<file path="config.mk">
export PLATFORM = sky130hd
export DESIGN_NAME = gray_tracker_flat
export DESIGN_NICKNAME = d
export VERILOG_FILES = /design/src/rtl/gray_tracker_if.sv /design/src/rtl/gray_tracker.sv /design/src/flat_wrapper.sv
export SDC_FILE = /design/constraint.sdc
export NUM_CORES = 1
export LEC_CHECK = 0
export ABC_AREA = 1
export CAP_MARGIN = 20
export CORE_MARGIN = 3
export CORE_UTILIZATION = 40
export CTS_BUF_LIST = sky130_fd_sc_hd__clkbuf_8
export DETAILED_ROUTE_END_ITERATION = 8
export PLACE_DENSITY = 0.76
export REMOVE_ABC_BUFFERS = 1
export SKIP_LAST_GASP = 1
export SYNTH_ARGS = -nofsm -noshare
export SYNTH_HDL_FRONTEND = slang
export SYNTH_SLANG_ARGS = --single-unit
</file>
<file path="constraint.sdc">
create_clock -name Clk -period 4.5 [get_ports Clk]
set_clock_uncertainty 0.15 [all_clocks]
set_input_delay 0.45 -clock Clk [delete_from_list [all_inputs] [get_ports Clk]]
set_output_delay 0.45 -clock Clk [all_outputs]
set_load 0.01 [all_outputs]
</file>
<file path="src/rtl/gray_tracker_if.sv">
// Bus between the Gray-code counter side and gray_tracker.
// The slave modport belongs to the tracker. The master modport belongs to whoever drives the samples.
// Handshake: GrayIn/OvfIn are meaningful only in a cycle where Valid=1.
// There is no backpressure; every Valid=1 cycle is consumed on that rising edge.
// Clear is a synchronous command that wins over Valid.
interface gray_tracker_if #(
  parameter int WIDTH   = 3,
  parameter int EPOCH_W = 8
);
  logic                       Valid;
  logic [WIDTH-1:0]           GrayIn;
  logic                       OvfIn;
  logic                       Clear;
  logic [WIDTH-1:0]           BinOut;
  logic [EPOCH_W+WIDTH-1:0]   Count;
  logic                       Step;
  logic                       Wrap;
  logic                       Err;
  logic [3:0]                 ErrCnt;
  logic                       Locked;
  logic [1:0]                 DbgState;

  modport slave (
    input  Valid, GrayIn, OvfIn, Clear,
    output BinOut, Count, Step, Wrap, Err, ErrCnt, Locked, DbgState
  );

  modport master (
    output Valid, GrayIn, OvfIn, Clear,
    input  BinOut, Count, Step, Wrap, Err, ErrCnt, Locked, DbgState
  );
endinterface

</file>
<file path="src/rtl/gray_tracker.sv">
// Tracks an upstream Gray-code counter.
// It decodes each accepted code and extends it with a wrap (epoch) counter.
// It flags illegal transitions, and after ERR_LIMIT errors it parks in FAULT.
module gray_tracker #(
  parameter int WIDTH     = 3,
  parameter int EPOCH_W   = 8,
  parameter int ERR_LIMIT = 3
) (
  input  logic           Clk,
  input  logic           Reset,
  gray_tracker_if.slave  bus
);

  typedef enum logic [1:0] {
    S_INIT  = 2'd0,
    S_TRACK = 2'd1,
    S_FAULT = 2'd2
  } state_t;

  localparam logic [WIDTH-1:0]   BIN_MAX   = '1;
  localparam logic [WIDTH-1:0]   BIN_ZERO  = '0;
  localparam logic [WIDTH-1:0]   BIN_ONE   = 1;
  localparam logic [EPOCH_W-1:0] EPOCH_ONE = 1;
  localparam logic [3:0]         LIMIT     = 4'(ERR_LIMIT);

  state_t              r_state, w_state_nxt;
  logic [WIDTH-1:0]    r_prev, w_prev_nxt;
  logic [WIDTH-1:0]    r_bin, w_bin_nxt;
  logic [EPOCH_W-1:0]  r_epoch, w_epoch_nxt;
  logic [3:0]          r_errcnt, w_errcnt_nxt;
  logic                r_step, w_step_nxt;
  logic                r_wrap, w_wrap_nxt;
  logic                r_err, w_err_nxt;
  logic                r_locked;
  logic [WIDTH-1:0]    w_dec;
  logic [3:0]          w_errcnt_inc;

  function automatic logic [WIDTH-1:0] gray2bin(input logic [WIDTH-1:0] g);
    logic [WIDTH-1:0] b;
    b[WIDTH-1] = g[WIDTH-1];
    for (int i = WIDTH - 2; i >= 0; i--) b[i] = b[i+1] ^ g[i];
    return b;
  endfunction

  assign w_dec        = gray2bin(bus.GrayIn);
  assign w_errcnt_inc = (r_errcnt == 4'd15) ? 4'd15 : r_errcnt + 4'd1;

  // Next-state and next-output logic; Clear overrides everything else
  always_comb begin
    w_state_nxt  = r_state;
    w_prev_nxt   = r_prev;
    w_bin_nxt    = r_bin;
    w_epoch_nxt  = r_epoch;
    w_errcnt_nxt = r_errcnt;
    w_step_nxt   = 1'b0;
    w_wrap_nxt   = 1'b0;
    w_err_nxt    = 1'b0;
    if (bus.Clear) begin
      w_state_nxt  = S_INIT;
      w_prev_nxt   = '0;
      w_bin_nxt    = '0;
      w_epoch_nxt  = '0;
      w_errcnt_nxt = '0;
    end else begin
      case (r_state)
        S_INIT: begin
          if (bus.Valid) begin
            w_prev_nxt  = bus.GrayIn;
            w_bin_nxt   = w_dec;
            w_state_nxt = S_TRACK;
          end
        end
        S_TRACK: begin
          // A repeated code means the counter was idle, so nothing changes
          if (bus.Valid && (bus.GrayIn != r_prev)) begin
            w_prev_nxt = bus.GrayIn;
            w_bin_nxt  = w_dec;
            if ((r_bin != BIN_MAX) && (w_dec == r_bin + BIN_ONE)) begin
              w_step_nxt = 1'b1;
            end else if ((r_bin == BIN_MAX) && (w_dec == BIN_ZERO) && bus.OvfIn) begin
              w_step_nxt  = 1'b1;
              w_wrap_nxt  = 1'b1;
              w_epoch_nxt = r_epoch + EPOCH_ONE;
            end else begin
              // Illegal step: resync to the new sample, keep the epoch
              w_err_nxt    = 1'b1;
              w_errcnt_nxt = w_errcnt_inc;
              if (w_errcnt_inc >= LIMIT) w_state_nxt = S_FAULT;
            end
          end
        end
        default: begin
          // FAULT: frozen until Clear or Reset
        end
      endcase
    end
  end

  // State and output registers
  always_ff @(posedge Clk or negedge Reset) begin
    if (!Reset) begin
      r_state  <= S_INIT;
      r_prev   <= '0;
      r_bin    <= '0;
      r_epoch  <= '0;
      r_errcnt <= '0;
      r_step   <= 1'b0;
      r_wrap   <= 1'b0;
      r_err    <= 1'b0;
      r_locked <= 1'b0;
    end else begin
      r_state  <= w_state_nxt;
      r_prev   <= w_prev_nxt;
      r_bin    <= w_bin_nxt;
      r_epoch  <= w_epoch_nxt;
      r_errcnt <= w_errcnt_nxt;
      r_step   <= w_step_nxt;
      r_wrap   <= w_wrap_nxt;
      r_err    <= w_err_nxt;
      r_locked <= (w_state_nxt == S_TRACK);
    end
  end

  assign bus.BinOut   = r_bin;
  assign bus.Count    = {r_epoch, r_bin};
  assign bus.Step     = r_step;
  assign bus.Wrap     = r_wrap;
  assign bus.Err      = r_err;
  assign bus.ErrCnt   = r_errcnt;
  assign bus.Locked   = r_locked;
  assign bus.DbgState = r_state;

endmodule

</file>
<file path="src/flat_wrapper.sv">
// flat-port wrapper written by rule: the top's interface ports become plain ports
module gray_tracker_flat 
#(
  parameter int WIDTH     = 3,
  parameter int EPOCH_W   = 8,
  parameter int ERR_LIMIT = 3
)
  (Clk, Reset, bus_Valid, bus_GrayIn, bus_OvfIn, bus_Clear, bus_BinOut, bus_Count, bus_Step, bus_Wrap, bus_Err, bus_ErrCnt, bus_Locked, bus_DbgState);
  gray_tracker_if #(.WIDTH(WIDTH), .EPOCH_W(EPOCH_W)) bus_i ();
  input  logic Clk;
  input  logic Reset;
  input wire logic [$bits(bus_i.Valid)-1:0] bus_Valid;
  input wire logic [$bits(bus_i.GrayIn)-1:0] bus_GrayIn;
  input wire logic [$bits(bus_i.OvfIn)-1:0] bus_OvfIn;
  input wire logic [$bits(bus_i.Clear)-1:0] bus_Clear;
  output wire logic [$bits(bus_i.BinOut)-1:0] bus_BinOut;
  output wire logic [$bits(bus_i.Count)-1:0] bus_Count;
  output wire logic [$bits(bus_i.Step)-1:0] bus_Step;
  output wire logic [$bits(bus_i.Wrap)-1:0] bus_Wrap;
  output wire logic [$bits(bus_i.Err)-1:0] bus_Err;
  output wire logic [$bits(bus_i.ErrCnt)-1:0] bus_ErrCnt;
  output wire logic [$bits(bus_i.Locked)-1:0] bus_Locked;
  output wire logic [$bits(bus_i.DbgState)-1:0] bus_DbgState;
  assign bus_i.Valid = bus_Valid;
  assign bus_i.GrayIn = bus_GrayIn;
  assign bus_i.OvfIn = bus_OvfIn;
  assign bus_i.Clear = bus_Clear;
  assign bus_BinOut = bus_i.BinOut;
  assign bus_Count = bus_i.Count;
  assign bus_Step = bus_i.Step;
  assign bus_Wrap = bus_i.Wrap;
  assign bus_Err = bus_i.Err;
  assign bus_ErrCnt = bus_i.ErrCnt;
  assign bus_Locked = bus_i.Locked;
  assign bus_DbgState = bus_i.DbgState;
  gray_tracker #(.WIDTH(WIDTH), .EPOCH_W(EPOCH_W), .ERR_LIMIT(ERR_LIMIT)) u_core (.Clk(Clk), .Reset(Reset), .bus(bus_i));
endmodule
</file>
# Word level (Yosys, flattened, before mapping)
# Cells that the tools add are included.
# op_classes
multipliers	0
n_eq_ne	11
shifts	0
div_mod_pow	0
muxes	40
n_reduce_logical	13
addsub	3
bitwise_logic	2
n_lt_le_gt_ge	1
# ops
cell	n
2-to-1 mux 8 bit	5
2-to-1 mux 4 bit	6
2-to-1 mux 3 bit	6
2-to-1 mux 1 bit	14
2-to-1 mux 2 bit	6
case mux 3 bit (2 select lines)	2
adder 8 x 1 -> 8 bit (second input constant)	1
AND reduction 4 bit	2
inequality test 3 bit (second input constant)	2
nonzero test 2 bit	3
adder 4 x 1 -> 4 bit (second input constant)	1
== test 2 x 1 -> 1 bit (second input constant)	2
== test 4 bit (second input constant)	1
>= comparator 4 x 2 -> 1 bit (second input constant)	1
logical AND 1 bit	4
inequality test 2 bit (second input constant)	2
case mux 2 bit (2 select lines)	1
adder 3 x 1 -> 3 bit (second input constant)	1
== test 3 bit	1
== test 3 bit (second input constant)	1
zero test 3 bit	1
inequality test 3 x 2 -> 1 bit (second input constant)	1
inequality test 3 bit	1
AND reduction 3 bit	1
3 further kinds	4
# word_totals
register_bits	24
out_inout_bits	24
ramBits	0
latchBits	0
rom_bits	0
memories	0
wordCells	79
inputBits	8

# Longest topological paths before layout
# depth
ltp_word	11
mapped_depth	14
ltp_nobuf	14

# Least setup slack after synthesis
# No wires, ideal clock.
# synth_timing
path_kind	input to register
startpoint	in bus_GrayIn[2]
endpoint	reg u_core.r_epoch[5]
setup_slack_ps	2666
setup_time_ps	118
required_ps	4232
n_path_buf	1
stages	10
arrival_ps	1566
cell_sequence	inv_2 nand2_2 nand2_2 ha_1 nand4_4 o31ai_2 nand2_2 buf_8 nand2_2 o21ai_2
# synth_via
elab_chain_len	7
elab_cells_between_ends	13
classes_between	3 x eq/ne; 2 x bitwise; 8 x reduce/logical
# synth_lines
item	line	source
start: declaration	flat_wrapper.sv:13	input wire logic [$bits(bus_i.GrayIn)-1:0] bus_GrayIn;
XOR 1 bit (2 in a row)	gray_tracker.sv:41	for (int i = WIDTH - 2; i >= 0; i--) b[i] = b[i+1] ^ g[i];
zero test 3 bit	gray_tracker.sv:80	end else if ((r_bin == BIN_MAX) && (w_dec == BIN_ZERO) && bus.OvfIn) begin
logical AND 1 bit (2 in a row)	gray_tracker.sv:80	
nonzero test 2 bit (no line)	--	
AND reduction 4 bit (no line) *	--	
end signal: assignment	gray_tracker.sv:115	r_epoch <= w_epoch_nxt;
end: declaration	gray_tracker.sv:29	logic [EPOCH_W-1:0] r_epoch, w_epoch_nxt;
# Every way passes the cells marked *; elsewhere a longest branch is shown, timed or not.
# A chain may end at the register's enable or synchronous reset.

# Worst setup path in the final report
# layout_timing
startpoint	in bus_GrayIn[2]
endpoint	reg u_core.r_errcnt[1], in the netlist u_core.bus.ErrCnt[1]
# layout_via
elab_chain_len	7
elab_cells_between_ends	13
classes_between	4 x eq/ne; 2 x bitwise; 7 x reduce/logical
# layout_lines
item	line	source
XOR 1 bit (2 in a row)	gray_tracker.sv:41	
zero test 3 bit	gray_tracker.sv:80	
logical AND 1 bit (2 in a row)	gray_tracker.sv:80	
inequality test 2 bit (no line)	--	
AND reduction 4 bit (no line) *	--	
end signal: assignment	gray_tracker.sv:116	r_errcnt <= w_errcnt_nxt;
end: declaration	gray_tracker.sv:30	logic [3:0] r_errcnt, w_errcnt_nxt;
# Marked as above.

==> flow_summary.json <==
{
  "status": "finished clean",
  "yosys.area.top_type_share": 0.4093,
  "core_area_mm2": 0.003203,
  "timing.fmax_ghz": 0.4355,
  "pre_cts_ws_ps": 1925,
  "cpMostUsedCell": "nand2_2",
  "place_congestion": 0.8967,
  "required_ps": 4550,
  "synth_area_leaders": "dfrtp_1 (41%), nand2_1 (13%), o21ai_2 (5.6%)",
  "period_minus_slack_ps": 2296,
  "cts_buffer_depth": 2,
  "layout_worst_path_cycle_share": 0.5103,
  "syn_inst": 177,
  "synth-seq-area-share": 0.4093,
  "worstPathMaxFanout": 5,
  "post_cts_resize_count": 0,
  "area_delta_synth_final_pct": 26.87,
  "root_buffer": "clkbuf_8",
  "final_cell_mix": "nand2_1 (48), clkdlybuf4s50_1 (31), dfrtp_1 (23)",
  "detail_route.iter0.violations": 16,
  "worstMarginPinSlew_ps": 513.7,
  "slew_violations": 0,
  "grt_pass1_wl_mm": 4.899,
  "cts_sinks": 23,
  "crit_path_max_incr_delay_ps": 530,
  "cts_tree": "yes",
  "hpwl_mm": 2.123,
  "cp_num_buf_inv": 3,
  "critical-path-top-delay-family": "simple AND/OR/NAND/NOR gates",
  "p_leak_nw": 0.8422,
  "top_usage_layer": "met2",
  "final_common_cell": "nand2_1",
  "track_usage": 0.1451,
  "fp.dieArea_mm2": 0.004263,
  "die_width_um": 65.30,
  "insertion_delay_ps": 260,
  "arrival_ps": 2350,
  "use_met3": 0.03248,
  "cts-htree-levels": 1,
  "core.rowCount": 20,
  "yosysTopAreaCell": "dfrtp_1",
  "n_antenna_cell": 0,
  "die_y_um": 65.30,
  "synth_warnings": 0,
  "maxCapViolCount": 0,
  "io_pins": 32,
  "overflow": 0,
  "n_fill_cell": 331,
  "cp_cell_sequence": "clkdlybuf4s50_1 -> inv_2 -> nand2_2 -> nand2_2 -> ha_1 -> inv_1 -> nand2_1 -> nand3_1 -> nor2_1 -> nand2_2 -> nand2_2 -> nor2_4 -> nor2_2 -> nand2_1 -> nand2_1",
  "final_nets": 221,
  "cts_setup_buffers": 0,
  "grt_max_degree": 24,
  "critPathCaptureType": "register",
  "vias": 1187,
  "path_class": "input port to register",
  "holdBufCountCts": 0,
  "regArea_um2": 575.6,
  "wl_mm": 2.854,
  "grtUsageMet1": 0.1939,
  "antenna_found_initial": 0,
  "clkTransAtPathRegs_ps": 80,
  "via_per_inst": 4.729,
  "firstDrtPassIters": 4,
  "avgSynthCellArea_um2": 7.945,
  "finalWorstSetupSlack_ps": 2204,
  "start_kind": "input port",
  "ys_ff_latch": 23,
  "grt_pass1_vias": 1147,
  "start_util": 0.4391,
  "drt-wirelength-per-cell_um": 11.37,
  "setup_tns_ps": 0,
  "multi_input_area_um2": 710.7,
  "drive_above_1_share": 0.1739,
  "power.density_mw_per_mm2": 261.6,
  "synth_area_mm2": 0.001406,
  "slew_headroom": 0.6564,
  "drtAntennaViolNets": 0,
  "max-vdd-ir-drop_v": 0.0001581,
  "synth_cell_type_count": 24,
  "hold_class": "input port to asynchronous set/reset pin",
  "cts_made_buffers": 3,
  "slowest_stage": "clkdlybuf4s50_1",
  "drc": 0,
  "setup_violations": 0,
  "rsz0062_at_grt": "false",
  "port_buffers": 31,
  "hold_violations": 0,
  "grtUsageMet2": 0.2402
}
[power breakdown]
group,internal (mW),switching (mW)
Combinational,0.0513,0.0586
Sequential,0.218,0.0125
Clock,0.0618,0.0647
[area by class of cell]
class / count / area share
multi-input combinational: 129 / 0.3983
sequential: 23 / 0.3226
timing repair buffer: 32 / 0.1823
inverter: 19 / 0.03997
tap: 44 / 0.03086
clock buffer: 3 / 0.02314
clock inverter: 1 / 0.002805
[Yosys cell counts (all sizes together)]
library cell and n:
o31ai 1, nand3 12, inv 19, or2 6, buf 5, xnor2 2
dfrtp 23, nand4 4, a31o 1, nor2 24, ha 5, a21oi 2
clkbuf 1, o21ai 16, nand2 55, xor2 1
[layer usage]
metal | up-vias | part of all wire
met3 | 4 | 0.041
li1 | 617 | -
met5 | - | 0
met1 | 539 | 0.48
met2 | 27 | 0.47
met4 | 0 | 0.0088
[worst reg2reg max path, stage by stage, from the launching register on]
cell and delay, ps:
dfrtp_1 440, ha_1 230, ha_1 280, nand2_1 70, nand3_1 70, nor2_1 120, nand2_2 70, nand2_2 120
nor2_4 50, nor2_2 150, nand2_1 70, nand2_1 60
[state kept, by name, indices dropped and copies added, names as in the netlist]
name                 cells
u_core.r_epoch           8
u_core.bus.DbgState      2
u_core.bus.Locked        1
u_core.bus.Err           1
u_core.bus.Wrap          1
u_core.bus.ErrCnt        4
u_core.r_prev            2
u_core.bus.Step          1
u_core.bus.BinOut        3
[kinds of logic (layout without fill, tap and decap cells)]
family | count (synthesis) | after routing | synth area share
adders and majority gates | 5 | 5 | 0.04448
DFF | 23 | 23 | 0.4093
and+or+nand+nor | 101 | 101 | 0.3390
AOI/OAI and AO/OA | 20 | 20 | 0.1032
buffers and inverters | 25 | 55 | 0.08540
xor gates and xnor gates | 3 | 3 | 0.01869
[stage by stage]
| step | instance area [µm²] | hold slack (ps) | std cells | utilization | power [mW] |
|---|---|---|---|---|---|
| final | 1784 | 376.5 | 251 | 0.5570 | 0.4667 |
| after floorplan | 1358 | 4.409 | 171 | - | 0.2933 |
| after global routing | 1784 | 399.2 | 251 | 0.5570 | 0.4968 |
| after global placement | 1723 | 371.2 | 246 | 0.5379 | 0.3417 |
| after detailed placement | 1723 | 371.0 | 246 | 0.5379 | 0.3443 |
| after CTS | 1769 | 398.5 | 250 | 0.5523 | 0.4728 |
[worst paths after layout]
path	start	endpoint	slack, ps	cells past startpoint
setup / recovery	bus_GrayIn[2]	u_core.bus.ErrCnt[1]$_DFFE_PN0P_	2200	15
hold / removal	Reset	u_core.bus.ErrCnt[1]$_DFFE_PN0P_	380	1
setup reg to reg	u_core.bus.BinOut[0]$_DFFE_PN0P_	u_core.bus.ErrCnt[1]$_DFFE_PN0P_	2570	11
hold reg to reg	u_core.bus.ErrCnt[3]$_DFFE_PN0P_	u_core.bus.ErrCnt[3]$_DFFE_PN0P_	390	2
max in group asynchronous	Reset	u_core.bus.ErrCnt[2]$_DFFE_PN0P_	3360	2
min in group Clk	u_core.bus.ErrCnt[3]$_DFFE_PN0P_	u_core.bus.ErrCnt[3]$_DFFE_PN0P_	390	2
Power figures use the tool's default switching activity.
